## src/rtl/reg_file.sv

```systemverilog
// rtl/reg_file.sv - 32 x 32 RISC-V integer register file, 2 async read ports, 1 sync write port
//
// Purpose:
//   Integer register file x0..x31 for the core datapath. x0 is not stored and
//   always reads zero; writes addressed to it are discarded.
//
// Ports:
//   clk      in   1           clock, all state updates on rising edge
//   rst      in   1           synchronous active-high reset, clears x1..x31
//   we       in   1           write enable, port 3
//   readA1   in   ADDR_WIDTH  read address, port 1
//   readA2   in   ADDR_WIDTH  read address, port 2
//   writeA3  in   ADDR_WIDTH  write address, port 3
//   data     in   DATA_WIDTH  write data, port 3
//   RD1      out  DATA_WIDTH  read data, port 1 (combinational)
//   RD2      out  DATA_WIDTH  read data, port 2 (combinational)
module reg_file #(
    parameter int DATA_WIDTH = 32,
    parameter int ADDR_WIDTH = 5
) (
    input  logic                  clk,
    input  logic                  rst,
    input  logic                  we,
    input  logic [ADDR_WIDTH-1:0] readA1,
    input  logic [ADDR_WIDTH-1:0] readA2,
    input  logic [ADDR_WIDTH-1:0] writeA3,
    input  logic [DATA_WIDTH-1:0] data,
    output logic [DATA_WIDTH-1:0] RD1,
    output logic [DATA_WIDTH-1:0] RD2
);

    localparam int DEPTH = 2 ** ADDR_WIDTH;

    // Entry 0 is never written, so it carries no state; the read muxes
    // force it to zero regardless of what the array holds there.
    logic [DATA_WIDTH-1:0] r_regs [0:DEPTH-1];

    logic w_wr_en;
    assign w_wr_en = we && (writeA3 != '0);

    // Reset takes priority over a write on the same edge.
    always_ff @(posedge clk) begin
        if (rst) begin
            for (int i = 1; i < DEPTH; i++) begin
                r_regs[i] <= '0;
            end
        end else if (w_wr_en) begin
            r_regs[writeA3] <= data;
        end
    end

    // No write-to-read bypass: a same-cycle write is visible only after the
    // edge. Forwarding is the pipeline's job.
    assign RD1 = (readA1 == '0) ? '0 : r_regs[readA1];
    assign RD2 = (readA2 == '0) ? '0 : r_regs[readA2];

endmodule

```

## config.mk

```make
export PLATFORM = sky130hd
export DESIGN_NAME = reg_file
export DESIGN_NICKNAME = d
export VERILOG_FILES = /design/src/rtl/reg_file.sv
export SDC_FILE = /design/constraint.sdc
export NUM_CORES = 2
export LEC_CHECK = 0
export ABC_CLOCK_PERIOD_IN_PS = 4000
export CAP_MARGIN = 30
export CORE_MARGIN = 2
export CORE_UTILIZATION = 25
export CTS_BUF_LIST = sky130_fd_sc_hd__clkbuf_4 sky130_fd_sc_hd__clkbuf_8
export DETAILED_ROUTE_END_ITERATION = 8
export SLEW_MARGIN = 20
export SYNTH_ARGS = -nofsm -noshare
export SYNTH_HDL_FRONTEND = slang
export SYNTH_SLANG_ARGS = --single-unit
```

## constraint.sdc

```tcl
create_clock -name clk -period 4 [get_ports clk]
set_input_delay 0.8 -clock clk [delete_from_list [all_inputs] [get_ports clk]]
set_output_delay 0.8 -clock clk [all_outputs]
set_load 0.005 [all_outputs]
```

==> results.toml <==
[clock_network]
cts-root-buf = "clkbuf_8"
numClockSinks = 1024
path_clk_slew_ns = 0.06
numCtsBuffers = 168
tritoncts = "done"
clk_path_buf_depth = 3
htree_levels = 4

[sta]
fin_crit_sh_pct = 99.9
setup_viol = 0
maxSlewHeadroom_pct = 33.2
hold_viol = 0
setup_ws_ns = 0.00210
tightest_slew_ns = 1.00
period_needed_ns = 4.00
rsz0062_at_grt = "true"
clock.fmax_ghz = 0.250
tns_ns = 0
drv_slew = 0

[logic_synthesis]
synth-simple-area-share_pct = 13.7
synth.area.top_cells = "edfxtp_1, mux4_2, and2_1"
ys_seq_area_share_pct = 56.3
syn_area_per_cell_um2 = 14.5
yosysTopAreaCell = "edfxtp_1"
synthFlopType = "edfxtp_1"
netlist_area_mm2 = 0.0546
synth-xor-area-share_pct = 0
synth_top_area_share_pct = 56.3
synth-compound-area-share_pct = 5.39
synth_cell_type_count = 44
synthArstFlopShare_pct = 0
synth-edff-count = 1024
synth_top_family_by_area = "multiplexers"
synth.area.mux_share_pct = 21.3
synthCells = 3765
ys_seq_elements = 1024
ys_top_cells_by_count = "edfxtp_1, and2_1, mux4_2"
yosysWarnings = 0
post-synth-top-count-cell = "edfxtp_1"
yosys.area_share.adder_pct = 0

[detailed_routing]
drc = 0
post_drt_via_cell_ratio = 5.44
wl_per_cell_um = 31.4
drtAntennaViolNets = 0
drt_first_pass_iters = 8
vias = 39133
drtIter0Drc = 6303
wl_um = 226000

[floorplanning]
rows = 171
io_pins = 114
die_w_um = 471
die-height_um = 471
start_util_pct = 25.2
die_area_mm2 = 0.222
fp.coreArea_mm2 = 0.217

[worst_hold_path]
hold_path.class = "primary input to flip-flop"

[critical_path]
path_class = "primary input to output port"
critPathMostFrequentCell = "buf_4"
crit_path_start_kind = "primary input"
max_stage_delay_ns = 0.50
crit_required_ns = 3.20
arrival_ns = 3.20
path_cells = "clkdlybuf4s15_2 > buf_4 > nand2b_2 > buf_4 > buf_4 > a211oi_2 > nor4_4 > buf_4 > clkdlybuf4s50_1"
crit_fanout = 10
cp.buffers_inverters = 6
cp-end-kind = "output port"
crit_slowest_cell = "clkdlybuf4s50_1"
cp_top_family = "buffers and inverters"

[global_route]
track_usage_pct = 19.8
grt_first_pass_wirelength_um = 308000
grt_pass1_vias = 38491
grt_max_degree = 38
grt_overflow = 0
antenna_found_initial = 38

[final_layout]
syn2layout_area_growth_pct = 24.8
top_register = "r_regs"
largestRegisters = "r_regs (1024)"
fillCellCount = 21142
drive_gt1_share_pct = 32.2
nets = 4235
largest_reg_flops = 1024

[pwr]
ir_drop_v = 0.000275
leakage_nw = 23.9
power.density_mw_per_mm2 = 382

[flow_run]
cap_violations = 0

[placed_design]
dpl_worst_slack_ns = -0.860
dpl.hpwl_um = 139000
place_congestion = 0.887
portBuffers = 113

[run_status]
run_status = "finished, final reports clean"
## final timing paths
check,from,endpoint,slack (ns),cells past startpoint
max,readA1[3],RD1[23],0.002,9
min,data[23],r_regs[0][23],0.42,1
## through the flow
| stage | hold WS, ns | power (mW) | utilization, % | area (µm²) | cells |
|---|---|---|---|---|---|
| floorplan | 0.899 | 14.7 | - | 54700 | 3796 |
| global placement | 1.70 | 16.6 | 28.7 | 62400 | 6798 |
| detailed placement | 1.41 | 16.6 | 28.8 | 62600 | 6810 |
| CTS | 0.412 | 25.9 | 31.0 | 67300 | 7136 |
| global route | 0.440 | 26.7 | 31.4 | 68200 | 7181 |
| finish | 0.423 | 26.1 | 31.4 | 68200 | 7194 |
## report_power, final
part           total (mW)  internal, mW  switching (mW)
Sequential           12.7          12.4           0.328
Clock                9.19          4.56            4.63
Combinational        4.14          1.89            2.25
Total                26.1          18.9            7.21
## kinds of logic after synthesis
group | count (synthesis)
and+or+nand+nor | 1213
other | 1
AOI/OAI and AO/OA | 407
DFF | 1024
muxes | 712
buffers and inverters | 408
## cell type report
cell class / instances / area (µm²) / share of cell area, %
well taps: 2854 / 3570 / 5.24
diodes: 22 / 55.1 / 0.0807
repair buffers: 626 / 6690 / 9.81
clock buffers: 212 / 2660 / 3.89
clock inverters: 91 / 527 / 0.772
inverters: 1 / 3.75 / 0.00550
multi-input cells: 2364 / 23900 / 35.1
flip-flops and latches: 1024 / 30700 / 45.1
## layout by cell type (no fill, tap or decap), types with 50 or more instances in the layout
master           count
edfxtp_1          1024
clkdlybuf4s50_1     92
buf_12              85
clkbuf_8           170
mux4_2             356
buf_4              359
mux2i_1            322
clkinv_1            56
a21oi_1             55
a22oi_1            104
nor2b_1             50
and2_1             993
## what timing repair did
action | in CTS | in global routing
resized for setup | 229 | 80
pin swaps | 25 | 20
buffers inserted | 19 | 19
cloned | 6 | 2
setup endpoints to repair | 64 | 39
hold buffers | 0 | 0
## routing by layer
layer,routed length (µm),vias up,global-route usage [%]
li1,-,15345,-
met5,34,-,0
met3,27900,609,4.68
met1,84100,20087,25.8
met2,102000,3086,30.6
met4,11900,6,9.85
No activity file was read; power rests on OpenSTA's default activity.
